$ cat src/rtl/ram_port_arbiter_if.sv
// rtl/ram_port_arbiter_if.sv - CPU, DMA and RAM-side signal bundle for the RGB RAM port arbiter
interface ram_port_arbiter_if #(
    parameter int ADDR_W = 18,
    parameter int DATA_W = 24
);
    logic              cpu_req;
    logic              cpu_we;
    logic [ADDR_W-1:0] cpu_addr;
    logic [DATA_W-1:0] cpu_wdata;
    logic [2:0]        cpu_byteena;
    logic              cpu_stall;
    logic              cpu_rvalid;
    logic [DATA_W-1:0] cpu_rdata;

    logic              dma_req;
    logic              dma_we;
    logic [ADDR_W-1:0] dma_addr;
    logic [DATA_W-1:0] dma_wdata;
    logic [2:0]        dma_byteena;
    logic              dma_gnt;
    logic              dma_rvalid;
    logic [DATA_W-1:0] dma_rdata;

    logic [ADDR_W-1:0] ram_addr;
    logic [DATA_W-1:0] ram_wdata;
    logic              ram_wren;
    logic [2:0]        ram_byteena;
    logic [DATA_W-1:0] ram_q;

    // Requesters and the RAM macro sit on the master side.
    modport master (
        output cpu_req, cpu_we, cpu_addr, cpu_wdata, cpu_byteena,
        input  cpu_stall, cpu_rvalid, cpu_rdata,
        output dma_req, dma_we, dma_addr, dma_wdata, dma_byteena,
        input  dma_gnt, dma_rvalid, dma_rdata,
        input  ram_addr, ram_wdata, ram_wren, ram_byteena,
        output ram_q
    );

    modport slave (
        input  cpu_req, cpu_we, cpu_addr, cpu_wdata, cpu_byteena,
        output cpu_stall, cpu_rvalid, cpu_rdata,
        input  dma_req, dma_we, dma_addr, dma_wdata, dma_byteena,
        output dma_gnt, dma_rvalid, dma_rdata,
        output ram_addr, ram_wdata, ram_wren, ram_byteena,
        input  ram_q
    );
endinterface

$ cat src/rtl/ram_port_arbiter.sv
// rtl/ram_port_arbiter.sv - CPU-priority arbiter for the single-port RGB RAM with DMA starvation guard
module ram_port_arbiter #(
    parameter int ADDR_W     = 18,
    parameter int DATA_W     = 24,
    parameter int STARVE_MAX = 8
) (
    input logic              clk,
    input logic              rst,
    ram_port_arbiter_if.slave bus
);
    typedef enum logic {
        NORMAL = 1'b0,
        FORCED = 1'b1
    } state_t;

    localparam logic [7:0] STARVE_LAST = 8'(STARVE_MAX - 1);

    state_t            state;
    state_t            state_nxt;
    logic [7:0]        starve_cnt;
    logic [7:0]        starve_cnt_nxt;
    logic              cpu_win;
    logic              dma_win;
    logic [1:0]        rd_tag;
    logic [1:0]        rd_tag_nxt;
    logic [DATA_W-1:0] cpu_hold;
    logic [DATA_W-1:0] dma_hold;

    always_ff @(posedge clk or negedge rst) begin
        if (!rst) begin
            state      <= NORMAL;
            starve_cnt <= 8'd0;
            rd_tag     <= 2'b00;
            cpu_hold   <= '0;
            dma_hold   <= '0;
        end else begin
            state      <= state_nxt;
            starve_cnt <= starve_cnt_nxt;
            rd_tag     <= rd_tag_nxt;
            if (rd_tag[1]) cpu_hold <= bus.ram_q;
            if (rd_tag[0]) dma_hold <= bus.ram_q;
        end
    end

    always_comb begin
        state_nxt      = NORMAL;
        starve_cnt_nxt = 8'd0;
        cpu_win        = 1'b0;
        dma_win        = 1'b0;

        case (state)
            FORCED: begin
                dma_win = bus.dma_req;
                cpu_win = bus.cpu_req && !bus.dma_req;
            end
            default: begin
                cpu_win = bus.cpu_req;
                dma_win = !bus.cpu_req && bus.dma_req;
            end
        endcase

        // Nothing is granted while reset is held, so the RAM never sees a write.
        if (!rst) begin
            cpu_win = 1'b0;
            dma_win = 1'b0;
        end

        if (bus.dma_req && !dma_win) begin
            if (starve_cnt == STARVE_LAST) begin
                state_nxt = FORCED;
            end else begin
                starve_cnt_nxt = starve_cnt + 8'd1;
            end
        end

        rd_tag_nxt = {cpu_win && !bus.cpu_we, dma_win && !bus.dma_we};
    end

    // A CPU request can only lose to the DMA in the forced slot.
    assign bus.cpu_stall = bus.cpu_req && dma_win;
    assign bus.dma_gnt   = dma_win;

    assign bus.ram_addr  = dma_win ? bus.dma_addr  : bus.cpu_addr;
    assign bus.ram_wdata = dma_win ? bus.dma_wdata : bus.cpu_wdata;

    always_comb begin
        bus.ram_wren    = 1'b0;
        bus.ram_byteena = 3'b000;
        if (cpu_win) begin
            bus.ram_wren    = bus.cpu_we;
            bus.ram_byteena = bus.cpu_we ? bus.cpu_byteena : 3'b111;
        end else if (dma_win) begin
            bus.ram_wren    = bus.dma_we;
            bus.ram_byteena = bus.dma_we ? bus.dma_byteena : 3'b111;
        end
    end

    // The RAM output is shared; each requester keeps its last returned word.
    assign bus.cpu_rvalid = rd_tag[1];
    assign bus.dma_rvalid = rd_tag[0];
    assign bus.cpu_rdata  = rd_tag[1] ? bus.ram_q : cpu_hold;
    assign bus.dma_rdata  = rd_tag[0] ? bus.ram_q : dma_hold;
endmodule

$ cat src/flat_wrapper.sv
// flat-port wrapper written by rule: the top's interface ports become plain ports
module ram_port_arbiter_flat 
#(
    parameter int ADDR_W     = 18,
    parameter int DATA_W     = 24,
    parameter int STARVE_MAX = 8
)
  (clk, rst, bus_cpu_req, bus_cpu_we, bus_cpu_addr, bus_cpu_wdata, bus_cpu_byteena, bus_cpu_stall, bus_cpu_rvalid, bus_cpu_rdata, bus_dma_req, bus_dma_we, bus_dma_addr, bus_dma_wdata, bus_dma_byteena, bus_dma_gnt, bus_dma_rvalid, bus_dma_rdata, bus_ram_addr, bus_ram_wdata, bus_ram_wren, bus_ram_byteena, bus_ram_q);
  ram_port_arbiter_if #(.ADDR_W(ADDR_W), .DATA_W(DATA_W)) bus_i ();
  input logic clk;
  input logic rst;
  input wire logic [$bits(bus_i.cpu_req)-1:0] bus_cpu_req;
  input wire logic [$bits(bus_i.cpu_we)-1:0] bus_cpu_we;
  input wire logic [$bits(bus_i.cpu_addr)-1:0] bus_cpu_addr;
  input wire logic [$bits(bus_i.cpu_wdata)-1:0] bus_cpu_wdata;
  input wire logic [$bits(bus_i.cpu_byteena)-1:0] bus_cpu_byteena;
  output wire logic [$bits(bus_i.cpu_stall)-1:0] bus_cpu_stall;
  output wire logic [$bits(bus_i.cpu_rvalid)-1:0] bus_cpu_rvalid;
  output wire logic [$bits(bus_i.cpu_rdata)-1:0] bus_cpu_rdata;
  input wire logic [$bits(bus_i.dma_req)-1:0] bus_dma_req;
  input wire logic [$bits(bus_i.dma_we)-1:0] bus_dma_we;
  input wire logic [$bits(bus_i.dma_addr)-1:0] bus_dma_addr;
  input wire logic [$bits(bus_i.dma_wdata)-1:0] bus_dma_wdata;
  input wire logic [$bits(bus_i.dma_byteena)-1:0] bus_dma_byteena;
  output wire logic [$bits(bus_i.dma_gnt)-1:0] bus_dma_gnt;
  output wire logic [$bits(bus_i.dma_rvalid)-1:0] bus_dma_rvalid;
  output wire logic [$bits(bus_i.dma_rdata)-1:0] bus_dma_rdata;
  output wire logic [$bits(bus_i.ram_addr)-1:0] bus_ram_addr;
  output wire logic [$bits(bus_i.ram_wdata)-1:0] bus_ram_wdata;
  output wire logic [$bits(bus_i.ram_wren)-1:0] bus_ram_wren;
  output wire logic [$bits(bus_i.ram_byteena)-1:0] bus_ram_byteena;
  input wire logic [$bits(bus_i.ram_q)-1:0] bus_ram_q;
  assign bus_i.cpu_req = bus_cpu_req;
  assign bus_i.cpu_we = bus_cpu_we;
  assign bus_i.cpu_addr = bus_cpu_addr;
  assign bus_i.cpu_wdata = bus_cpu_wdata;
  assign bus_i.cpu_byteena = bus_cpu_byteena;
  assign bus_cpu_stall = bus_i.cpu_stall;
  assign bus_cpu_rvalid = bus_i.cpu_rvalid;
  assign bus_cpu_rdata = bus_i.cpu_rdata;
  assign bus_i.dma_req = bus_dma_req;
  assign bus_i.dma_we = bus_dma_we;
  assign bus_i.dma_addr = bus_dma_addr;
  assign bus_i.dma_wdata = bus_dma_wdata;
  assign bus_i.dma_byteena = bus_dma_byteena;
  assign bus_dma_gnt = bus_i.dma_gnt;
  assign bus_dma_rvalid = bus_i.dma_rvalid;
  assign bus_dma_rdata = bus_i.dma_rdata;
  assign bus_ram_addr = bus_i.ram_addr;
  assign bus_ram_wdata = bus_i.ram_wdata;
  assign bus_ram_wren = bus_i.ram_wren;
  assign bus_ram_byteena = bus_i.ram_byteena;
  assign bus_i.ram_q = bus_ram_q;
  ram_port_arbiter #(.ADDR_W(ADDR_W), .DATA_W(DATA_W), .STARVE_MAX(STARVE_MAX)) u_core (.clk(clk), .rst(rst), .bus(bus_i));
endmodule
$ cat config.mk
export PLATFORM = sky130hd
export DESIGN_NAME = ram_port_arbiter_flat
export DESIGN_NICKNAME = d
export VERILOG_FILES = /design/src/rtl/ram_port_arbiter_if.sv /design/src/rtl/ram_port_arbiter.sv /design/src/flat_wrapper.sv
export SDC_FILE = /design/constraint.sdc
export NUM_CORES = 1
export LEC_CHECK = 0
export CORE_ASPECT_RATIO = 1.4
export CORE_MARGIN = 2
export CORE_UTILIZATION = 34
export DETAILED_ROUTE_END_ITERATION = 7
export PLACE_DENSITY = 0.9
export RECOVER_POWER = 25
export SYNTH_ARGS = -nofsm -noshare
export SYNTH_HDL_FRONTEND = slang
export SYNTH_SLANG_ARGS = --single-unit
$ cat constraint.sdc
create_clock -name clk -period 1.6 [get_ports clk]
set_input_delay 0.24 -clock clk [delete_from_list [all_inputs] [get_ports clk]]
set_output_delay 0.24 -clock clk [all_outputs]
set_load 0.02 [all_outputs]
# Yosys cells after proc, flatten, opt, wreduce, memory -nomap -nowiden
# Index checks and enable logic that the tools add are counted.
# word_totals
mem_bits_ro	0
reg_bits	59
output_inout_bits	98
ram_bits	0
wordCells	36
memories	0
latch_bits	0
# classes
eq_ne	1
n_lt_le_gt_ge	0
multipliers	0
n_reduce_logical	11
n_shift	0
add_sub_neg	1
bitwise	0
n_mux	18
div_mod_pow	0
# ops
operator	n
$mux W24	3
$mux W18	1
$mux W8	2
$mux W3	4
$add A8 B1 Y8 const B	1
$eq A8 B3 Y1 const B	1
$mux W1	8
$logic_and A1 B1 Y1	6
$logic_not A1 Y1	5

# Logic depth before layout (Yosys ltp)
# Gate-level depths: netlist of the first run.
# logic_depth
depth_word	7
depth_mapped	6
mapped_depth_nobuf	4

# Least setup slack after synthesis of the first run
# OpenSTA, ideal clock, no wires.
# synth_path
kind	register -> output
from	register u_core.rd_tag[1]
to	output port bus_cpu_rdata[10]
n_path_buf	2
stages_incl_launch_ff	4
arrival_time_ns	1.314
path_slack_ns	0.046
cell_sequence	dfrtp_1 clkbuf_1 buf_2 mux2_2
# synth_between
elab_chain_len	1
# synth_lines
element	line_no	source
start, declared	ram_port_arbiter.sv:24	logic [1:0] rd_tag;
start signal, assigned	ram_port_arbiter.sv:39	rd_tag <= rd_tag_nxt;
$mux W24	ram_port_arbiter.sv:101	assign bus.cpu_rdata = rd_tag[1] ? bus.ram_q : cpu_hold;
end, declared	flat_wrapper.sv:19	output wire logic [$bits(bus_i.cpu_rdata)-1:0] bus_cpu_rdata;
# No other way between the ends.

# Worst setup path after layout of the first run
# layout_path
from	register u_core.state
to	output port bus_ram_wdata[20]
# layout_between
elab_chain_len	3
# layout_lines
element	line_no	source
start, declared	ram_port_arbiter.sv:18	state_t state;
start signal, assigned	ram_port_arbiter.sv:37	state <= state_nxt;
$mux W1	ram_port_arbiter.sv:51	case (state)
$mux W1	ram_port_arbiter.sv:63	if (!rst) begin
$mux W24	ram_port_arbiter.sv:84	assign bus.ram_wdata = dma_win ? bus.dma_wdata : bus.cpu_wdata;
end, declared	flat_wrapper.sv:29	output wire logic [$bits(bus_i.ram_wdata)-1:0] bus_ram_wdata;
# No other way between the ends.

==> flow_metrics.env, run 1 <==
export IMPL_final_area_sq_um=6230
export IMPL_multiInputGateArea_sq_um=1570
export IMPL_worstSkewPairLatency_ns=0.32
export IMPL_clockBufferDepth=2
export IMPL_fin_ws_ns=-0.313
export IMPL_slew_headroom_pct=11.1
export IMPL_crit_arrival_ns=1.67
export IMPL_vias=2782
export IMPL_wl_per_cell_microns=19.4
export IMPL_drv_slew=0
export IMPL_ir_worst_vdd_v=0.000964
export IMPL_synthesis_area_sq_um=2910
export IMPL_area_growth_pct=114
export IMPL_clkTransAtPathRegs_ns=0.05
export IMPL_rows=39
export IMPL_cp_max_fo=4
export IMPL_diodes=0
export IMPL_dr_first_iter_drc_count=105
export IMPL_yosysWarningCount=0
export IMPL_nFillCells=567
export IMPL_routed_wl_microns=11200
export IMPL_finalSetupViolCount=95
export IMPL_synth_seq_cells=59
export IMPL_overflow=0
export IMPL_critical_path_required_ns=1.36
export IMPL_dp_cells=527
export IMPL_cts_tree="done"
export IMPL_drt_pass1_iterations=4
export IMPL_layout_area_seq_sq_um=1480
export IMPL_synth_area_leaders="dfrtp_1 51%, mux2_2 35%, nor2b_1 1.3%"
export IMPL_p_per_area_nw_per_um2=965
export IMPL_place_port_buffers=217
export IMPL_synth_top_cell_by_area="dfrtp_1"
export IMPL_postRouteAntennaNets=0
export IMPL_vias_per_cell=4.83
export IMPL_worstMarginPinSlew_ns=1.33
export IMPL_clockRootBuffer="clkbuf_16"
export IMPL_violations="negative setup slack"
export IMPL_fin_skew_ns=0.00571
export IMPL_start_util_pct=35.2
export IMPL_detailed_place_hpwl_microns=7510
export IMPL_use_met1_pct=26.8
export IMPL_place_area_sq_um=5240
export IMPL_grt_pass1_vias=2977
export IMPL_critPathCaptureType="output pin"
export IMPL_cap_viol_max_count=0
export IMPL_drive_gt1_share_pct=54.0
export IMPL_dieArea_sq_um=9310
export IMPL_syn_area_per_cell_sq_um=13.7
export IMPL_antenna_found_initial=0
export IMPL_nets=592
export IMPL_instances_no_fill=576
export IMPL_yosysSeqAreaShare_pct=50.8
export IMPL_ios=218
export IMPL_worstSetupPathType="flop to output pin"
export IMPL_gr_usage_met3_pct=6.09
export IMPL_drc=0
export IMPL_post_place_ws_ns=-0.724
export IMPL_grt_pass1_wl_microns=15800
export IMPL_fmax_mhz=523
export IMPL_coreArea_sq_um=8250
export IMPL_htreeDepth=3
export IMPL_use_met2_pct=41.8
export IMPL_period_share_pct=120
export IMPL_grt_max_degree=56
export IMPL_place_gp_congestion=0.813
export IMPL_grtUsageTotal_pct=23.4
export IMPL_hold_viol=0
export IMPL_rsz0062_at_grt="yes"
export IMPL_cts_made_buffers=9
export IMPL_period_needed_ns=1.91
export IMPL_gr_max_usage_layer="met2"
export IMPL_status="complete, but fails checks"
export IMPL_cts_sink_count=59
export IMPL_critPathLaunchType="flop"
export IMPL_synth_cells=212
export IMPL_hp_class="primary input to asynchronous set/reset pin"
export IMPL_syn_nets=334
export IMPL_p_leak_nw=2.88
export IMPL_die_x_microns=82.1
export IMPL_die_h_microns=113
export IMPL_synth_top_area_share_pct=50.8
export IMPL_ys_types=32
metrics by stage:
step                total power [mW]  hold slack [ns]  util, %  TNS, ns
finish                          6.01            0.411     75.5   -18.17
global route                    6.27            0.502     75.5   -22.19
CTS                             5.91            0.175     73.6   -21.73
detailed placement              3.82            0.216     63.5   -38.24
global placement                3.77            0.213     63.5   -36.52
floorplan                       2.72          -0.0556        -        0
Yosys cell counts:
cell type,number
nor2b_1,6
clkbuf_1,3
buf_2,5
buf_4,1
a211oi_2,1
and2_0,1
and3_2,1
and3_1,1
nand3_1,5
inv_2,1
nor3_1,4
inv_1,1
mux2_2,90
a211oi_1,2
ha_1,2
nand2b_1,1
and2b_1,1
clkbuf_2,1
buf_6,3
nor2_1,4
nor3b_1,1
or3_1,3
xor2_1,2
nor4b_1,1
a21bo_2,1
nand2_1,2
a22o_1,1
dfrtp_1,59
nand4_2,1
o32ai_1,3
xnor2_1,1
o21ai_0,3
worst paths after layout:
check / start / end / slack [ns] / cells past startpoint
worst max-delay path: u_core.state$_DFF_PN0_ / bus_ram_wdata[20] / -0.31 / 6
worst min register to register: u_core.cpu_hold[2]$_DFF_PN0_ / u_core.cpu_hold[2]$_DFF_PN0_ / 0.50 / 1
min in group clk: bus_dma_req / u_core.rd_tag[1]$_DFF_PN0_ / 0.49 / 3
worst min-delay path: rst / u_core.cpu_hold[14]$_DFF_PN0_ / 0.41 / 2
max in group asynchronous: rst / u_core.cpu_hold[8]$_DFF_PN0_ / 0.37 / 2
worst max register to register: u_core.rd_tag[0]$_DFF_PN0_ / u_core.dma_hold[8]$_DFF_PN0_ / 0.21 / 5
critical path, stage by stage (launching register included):
cell,delay [ns]
dfrtp_1,0.34
nand2b_4,0.14
nand3_4,0.12
buf_12,0.17
buf_16,0.13
mux2_4,0.31
buf_6,0.14
kinds of logic after synthesis:
family	after synthesis	share of synthesized area, %
compound gates	11	3.01
simple gates	32	6.42
buf+inv	15	3.10
flops	59	50.8
fa+ha+maj	2	0.861
mux	90	34.9
xor+xnor	3	0.905
layout make-up:
cell class / count / area share [%]
Inverter: 2 / 0.161
Sequential cell: 59 / 23.7
Clock inverter: 5 / 0.864
Multi-Input combinational cell: 138 / 25.2
Timing Repair Buffer: 260 / 44.1
Tap cell: 102 / 2.05
Clock buffer: 10 / 3.84
where the power goes:
group / leakage (nW) / total [mW] / switching (mW) / internal [mW]
clock network: 0.148 / 1.85 / 0.617 / 1.23
registers: 0.720 / 1.83 / 0.0808 / 1.75
logic: 2.01 / 2.34 / 0.988 / 1.35
sequential cells by signal, indices dropped and copies added, names as in the netlist:
register	cells
u_core.cpu_hold	24
u_core.starve_cnt	8
u_core.rd_tag	2
u_core.state	1
u_core.dma_hold	24
metal layers:
metal  wire length (microns)  vias to the layer above
li1                        -                     1287
met1                    4180                     1358
met2                    6040                      125
met3                     809                       12
met4                     159                        0
met5                       0                        -
cells in the final DEF (no fill, tap or decap), drive strengths merged:
cell / count
ha: 2
dlygate4sd2: 1
dlymetal6s2s: 1
nor2: 4
nand4: 1
nand3: 5
nor3: 4
xor2: 2
bufinv: 1
or3: 3
clkinv: 4
clkbuf: 12
a22o: 1
nand2: 2
nor2b: 6
nor3b: 1
nand2b: 1
clkdlybuf4s15: 2
dlygate4sd3: 1
o32ai: 3
buf: 137
inv: 2
and2: 1
nor4b: 1
a211oi: 3
mux2: 90
dfrtp: 59
clkdlybuf4s50: 116
a21bo: 1
xnor2: 1
and3: 2
and2b: 1
o21ai: 3
repair_timing:
action	CTS	global route
setup buffers	21	7
hold buffers	1	0
resized for setup	561	55
setup endpoints to repair	98	98
pin swaps	2	1
gates cloned	9	0
hold endpoints to repair	4	0
(Power assumes the default switching activity.)
==> run 2: changes to the inputs <==
--- a/config.mk
+++ b/config.mk
@@ -9,7 +9,7 @@
 export CORE_MARGIN = 2
 export CORE_UTILIZATION = 34
 export DETAILED_ROUTE_END_ITERATION = 7
-export PLACE_DENSITY = 0.9
+export PLACE_DENSITY = 0.86
 export RECOVER_POWER = 25
 export SYNTH_ARGS = -nofsm -noshare
 export SYNTH_HDL_FRONTEND = slang
==> run 2 against run 1 <==
Net effect: the flow still finishes with violations (negative setup slack); largest cell class unchanged; clock-buffer cell count grew 2; via count rose by 0.93%; cell count rose by 2.3%; clock power up 3%; flip-flop and latch count unchanged; sequential share of layout area is 1.0 points lower; critical path depth did not move; register-to-register slack barely moved; non-clock buffer count rose by 12; cell area increased by 4.4%; combinational power is 4% higher; power rose by 2.8%.
==> flow_metrics.env, run 2 (synthesis results as in run 1) <==
export IMPL_status="complete, but fails checks"
export IMPL_violations="negative setup slack"
export IMPL_postRouteAntennaNets=0
export IMPL_cts_made_buffers=9
export IMPL_fin_skew_ns=0.00534
export IMPL_gr_usage_met3_pct=4.51
export IMPL_seqPwrFrac_pct=29.7
export IMPL_grt_max_degree=61
export IMPL_fmax_mhz=515
export IMPL_use_met1_pct=23.9
export IMPL_vias_per_cell=4.77
export IMPL_start_util_pct=35.2
export IMPL_switching_share_pct=27.9
export IMPL_ir_worst_vdd_v=0.000982
export IMPL_gr_max_usage_layer="met2"
export IMPL_ios=218
export IMPL_overflow=0
export IMPL_setup_tns_ns=-21.76
export IMPL_multiInputGateArea_sq_um=1640
export IMPL_p_leak_nw=3.04
export IMPL_critPathLaunchType="flop"
export IMPL_worstSkewPairLatency_ns=0.31
export IMPL_cts_hold_buf=0
export IMPL_hold_viol=0
export IMPL_drc=0
export IMPL_grt_pass1_vias=3048
export IMPL_p_per_area_nw_per_um2=950
export IMPL_instances_no_fill=589
export IMPL_drive_gt1_share_pct=55.4
export IMPL_dr_first_iter_drc_count=97
export IMPL_hp_class="primary input to asynchronous set/reset pin"
export IMPL_drt_pass1_iterations=4
export IMPL_cp_max_fo=5
export IMPL_drv_slew=0
export IMPL_grtUsageTotal_pct=23.4
export IMPL_rsz0062_at_grt="yes"
export IMPL_p_int_mw=4.46
export IMPL_cts_sink_count=59
export IMPL_final_area_sq_um=6500
export IMPL_cts_tree="done"
export IMPL_fin_ws_ns=-0.343
export IMPL_place_port_buffers=217
export IMPL_slew_headroom_pct=13.0
export IMPL_clkTransAtPathRegs_ns=0.05
export IMPL_antenna_found_initial=0
export IMPL_post_place_ws_ns=-0.729
export IMPL_layout_common_cells="115 x clkdlybuf4s50_1, 101 x buf_6, 65 x mux2_4"
export IMPL_dieArea_sq_um=9310
export IMPL_period_share_pct=121
export IMPL_worstMarginPinSlew_ns=1.31
export IMPL_vias=2808
export IMPL_cap_viol_max_count=0
export IMPL_period_needed_ns=1.94
export IMPL_worstSetupPathType="flop to output pin"
export IMPL_use_met2_pct=46.3
export IMPL_mostFrequentLayoutCell="clkdlybuf4s50_1"
export IMPL_place_gp_congestion=0.735
export IMPL_die_h_microns=113
export IMPL_grt_pass1_wl_microns=16000
export IMPL_reg_top3="u_core.cpu_hold x24, u_core.dma_hold x24, u_core.starve_cnt x8"
export IMPL_place_area_sq_um=5260
export IMPL_diodes=0
export IMPL_htreeDepth=3
export IMPL_p_clk_share_pct=30.8
export IMPL_finalSetupViolCount=104
export IMPL_nFillCells=514
export IMPL_critical_path_required_ns=1.36
export IMPL_critPathCaptureType="output pin"
export IMPL_coreArea_sq_um=8250
export IMPL_detailed_place_hpwl_microns=7580
export IMPL_crit_arrival_ns=1.70
export IMPL_switchingPower_mw=1.72
export IMPL_die_x_microns=82.1
export IMPL_layout_area_seq_sq_um=1480
export IMPL_rows=39
export IMPL_power_frac_comb_pct=39.5
export IMPL_clockBufferDepth=2
export IMPL_post_route_util_pct=78.9
export IMPL_wl_per_cell_microns=21.0
export IMPL_dp_cells=530
export IMPL_clockRootBuffer="clkbuf_16"
export IMPL_routed_wl_microns=12400
export IMPL_area_growth_pct=124
export IMPL_nets=604
==> run 2: cell types whose count changed in the layout (fill, tap and decap cells not counted), sizes merged <==
cell / previous run / this run
clkbuf: 12 / 17
dlygate4sd2: 1 / 3
dlymetal6s2s: 1 / 0
clkdlybuf4s50: 116 / 115
clkinv: 4 / 3
buf: 137 / 147
dlygate4sd3: 1 / 0
==> run 2: layer usage <==
metal	vias to the layer above	share of wire [%]
met4	0	1.3
met1	1372	35
met2	118	57
met5	-	0
li1	1304	-
met3	14	6.5
==> run 2: critical path, cell delays in order, from the launching register on <==
cell and delay, ns:
dfrtp_1 0.37, nand2b_4 0.15, nand3_4 0.14, buf_4 0.14
clkbuf_16 0.14, mux2_4 0.31, buf_6 0.13
==> run 2: power groups by stage <==
stage	combinational, mW	sequential (mW)	clock, mW
2_1_floorplan	0.906	1.82	0
3_3_place_gp	1.95	1.83	0
3_5_place_dp	1.98	1.85	0
4_1_cts	1.85	1.82	1.93
5_1_grt	2.55	1.85	2.01
6_report	2.44	1.84	1.90
==> run 2: worst paths after layout <==
path                                                start                           end  cells past startpoint  slack (ns)
min in group clk                               bus_cpu_we    u_core.rd_tag[1]$_DFF_PN0_                      3        0.41
hold reg to reg              u_core.cpu_hold[4]$_DFF_PN0_  u_core.cpu_hold[4]$_DFF_PN0_                      1        0.50
hold / removal                                        rst  u_core.cpu_hold[0]$_DFF_PN0_                      2        0.41
max in group asynchronous                             rst    u_core.rd_tag[1]$_DFF_PN0_                      2        0.32
setup / recovery                   u_core.state$_DFF_PN0_              bus_ram_wdata[6]                      6       -0.34
setup reg to reg           u_core.starve_cnt[0]$_DFF_PN0_        u_core.state$_DFF_PN0_                      4        0.22
==> run 2: layout make-up <==
type | instances | area share (%)
clock buffer | 12 | 3.94
clock inverter | 4 | 0.750
inverter | 2 | 0.154
multi-input combinational | 138 | 25.2
sequential | 59 | 22.7
tap | 102 | 1.96
timing repair buffer | 272 | 45.3
==> run 2: what timing repair did <==
action,CTS,global route
setup buffers,16,25
endpoints found under the setup margin,98,96
gates cloned,4,4
hold endpoints to repair,0,0
pin swaps,2,0
resized for setup,442,236
==> run 2: through the flow <==
| step | hold WS [ns] | power, mW |
|---|---|---|
| 6_report | 0.409 | 6.18 |
| 5_1_grt | 0.418 | 6.41 |
| 4_1_cts | 0.199 | 5.61 |
| 3_5_place_dp | 0.484 | 3.83 |
| 3_3_place_gp | 0.480 | 3.78 |
| 2_1_floorplan | -0.0556 | 2.72 |
==> run 3: changes to the inputs <==
--- a/config.mk
+++ b/config.mk
@@ -5,11 +5,14 @@
 export SDC_FILE = /design/constraint.sdc
 export NUM_CORES = 1
 export LEC_CHECK = 0
+export CELL_PAD_IN_SITES_DETAIL_PLACEMENT = 1
+export CELL_PAD_IN_SITES_GLOBAL_PLACEMENT = 1
 export CORE_ASPECT_RATIO = 1.4
 export CORE_MARGIN = 2
-export CORE_UTILIZATION = 34
+export CORE_UTILIZATION = 35
 export DETAILED_ROUTE_END_ITERATION = 7
-export PLACE_DENSITY = 0.86
+export DONT_BUFFER_PORTS = 1
+export PLACE_DENSITY = 0.68
 export RECOVER_POWER = 25
 export SYNTH_ARGS = -nofsm -noshare
 export SYNTH_HDL_FRONTEND = slang
==> run 3 against run 2 <==
Net effect: the flow finishes with violations (negative hold slack, negative setup slack); sequential share of layout area up 14 points; register-to-register slack worse by 0.04 ns; highest routed layer unchanged; flip-flop and latch count unchanged; clock-buffer cell count down 3; combinational power down 45%; worst hold slack worse by 0.81 ns; setup slack better by 0.071 ns.
==> flow_metrics.env, run 3 (synthesis results as in run 1) <==
export IMPL_status="complete, but fails checks"
export IMPL_violations="negative hold slack, negative setup slack"
export IMPL_drt_pass1_iterations=4
export IMPL_die_h_microns=112
export IMPL_instances_no_fill=340
export IMPL_wl_per_cell_microns=27.5
export IMPL_antenna_found_initial=0
export IMPL_clockRootBuffer="clkbuf_16"
export IMPL_clockBufferDepth=2
export IMPL_finalPower_mw=5.10
export IMPL_diodes=0
export IMPL_cp_max_fo=5
export IMPL_worstSkewPairLatency_ns=0.33
export IMPL_timing_hold_ws_ns=-0.397
export IMPL_fin_skew_ns=0.00690
export IMPL_mostFrequentLayoutCell="mux2_4"
export IMPL_die_x_microns=81
export IMPL_clkTransAtPathRegs_ns=0.06
export IMPL_critPathMaxStageDelay_ns=0.35
export IMPL_crit_arrival_ns=1.63
export IMPL_worstMarginPinSlew_ns=0.362
export IMPL_cap_viol_max_count=0
export IMPL_critical_path_required_ns=1.36
export IMPL_area_growth_pct=40.3
export IMPL_grt_max_degree=64
export IMPL_period_needed_ns=1.87
export IMPL_period_share_pct=117
export IMPL_cts_sink_count=59
export IMPL_path_cells="nand2b_4, nand3_4, buf_12, clkbuf_16, mux2_4"
export IMPL_critPathCaptureType="output pin"
export IMPL_rows=39
export IMPL_worstSetupPathType="flop to output pin"
export IMPL_fin_ws_ns=-0.272
export IMPL_finalSetupViolCount=59
export IMPL_ir_worst_vdd_v=0.000710
export IMPL_slew_headroom_pct=75.8
export IMPL_place_gp_congestion=0.750
export IMPL_drv_slew=0
export IMPL_nets=355
export IMPL_dieArea_sq_um=9060
export IMPL_cp_slowest_cell="dfrtp_1"
export IMPL_coreArea_sq_um=8100
export IMPL_drc=0
export IMPL_layout_common_cells="90 x mux2_4, 57 x dfrtp_1, 10 x clkbuf_16"
export IMPL_p_per_area_nw_per_um2=1250
export IMPL_hp_class="primary input to asynchronous set/reset pin"
export IMPL_fmax_mhz=534
export IMPL_reg_top3="u_core.cpu_hold x24, u_core.dma_hold x24, u_core.starve_cnt x8"
export IMPL_critPathLaunchType="flop"
export IMPL_vias_per_cell=5.62
export IMPL_place_port_buffers=0
export IMPL_detailed_place_hpwl_microns=6020
export IMPL_hold_viol=59
export IMPL_p_leak_nw=1.92
export IMPL_htreeDepth=3
export IMPL_cts_made_buffers=9
export IMPL_grt_pass1_vias=2144
export IMPL_rsz0062_at_grt="yes"
export IMPL_dp_cells=311
export IMPL_post_route_util_pct=50.3
export IMPL_postRouteAntennaNets=0
export IMPL_dr_first_iter_drc_count=92
export IMPL_drive_gt1_share_pct=58.8
export IMPL_grtUsageTotal_pct=20.5
export IMPL_ios=218
export IMPL_cts_tree="done"
export IMPL_post_place_ws_ns=0.0664
export IMPL_routed_wl_microns=9340
export IMPL_cts_hold_buf=2
export IMPL_overflow=0
export IMPL_start_util_pct=35.9
export IMPL_vias=1911
export IMPL_grt_pass1_wl_microns=13300
[run 3: cell types whose count changed in the layout (fill, tap and decap cells not counted), sizes merged, moves of 2 or more]
cell / before / now
buf: 147 / 20
clkdlybuf4s50: 115 / 0
clkbuf: 17 / 10
dlygate4sd2: 3 / 0
clkdlybuf4s15: 2 / 0
dlygate4sd3: 0 / 2
[run 3: stage by stage]
stage	TNS [ns]	instance area [sq um]	hold slack, ns
2_1_floorplan	0	2910	-0.0556
3_3_place_gp	0	3080	-0.0546
3_5_place_dp	0	3080	-0.0547
4_1_cts	-11.68	4050	-0.409
5_1_grt	-12.90	4080	-0.416
6_report	-9.76	4080	-0.397
[run 3: final cells by class]
type / count / area, sq um
fill: 775 / 4020
multi-input combinational: 138 / 1750
sequential: 59 / 1480
timing repair buffer: 23 / 405
clock buffer: 9 / 225
tap: 102 / 128
clock inverter: 7 / 77.6
inverter: 2 / 7.51
[run 3: critical path: cells and delay by family (launching register included)]
family / cells / cell delay [ns]
AND/OR/NAND/NOR: 2 / 0.29
buffers and inverters: 2 / 0.33
multiplexers: 1 / 0.33
flip-flops: 1 / 0.35
[run 3: power breakdown]
group          switching [mW]  internal [mW]
Clock                   0.714           1.21
Sequential             0.0949           1.75
Combinational           0.752          0.575
Total                    1.56           3.54
[run 3: final timing paths]
path / start / cells past startpoint / slack [ns] / to
setup / recovery: u_core.state$_DFF_PN0_ / 5 / -0.27 / bus_ram_wdata[10]
hold / removal: rst / 0 / -0.40 / u_core.cpu_hold[16]$_DFF_PN0_
setup reg to reg: u_core.starve_cnt[0]$_DFF_PN0_ / 4 / 0.18 / u_core.state$_DFF_PN0_
hold reg to reg: u_core.dma_hold[1]$_DFF_PN0_ / 1 / 0.55 / u_core.dma_hold[1]$_DFF_PN0_
max in group asynchronous: rst / 0 / 1.88 / u_core.rd_tag[1]$_DFF_PN0_
min in group clk: bus_ram_q[11] / 1 / 0.12 / u_core.dma_hold[11]$_DFF_PN0_
[run 3: layer usage]
layer  share of wire (%)  global-route usage, %  wire, microns  vias to the layer above
met5                   0                      0              0                        -
met4                 1.4                   7.12            128                        0
met3                 6.6                   5.35            617                        9
met2                  54                   35.0           5050                      107
met1                  38                   24.4           3550                      984
li1                    -                      -              -                      811
[run 3: repair_timing]
action	in CTS	in global routing
pin swaps	3	0
setup endpoints to repair	92	80
endpoints found under the hold margin	61	59
gates cloned	7	1
resized for setup	104	16
buffers inserted	5	1
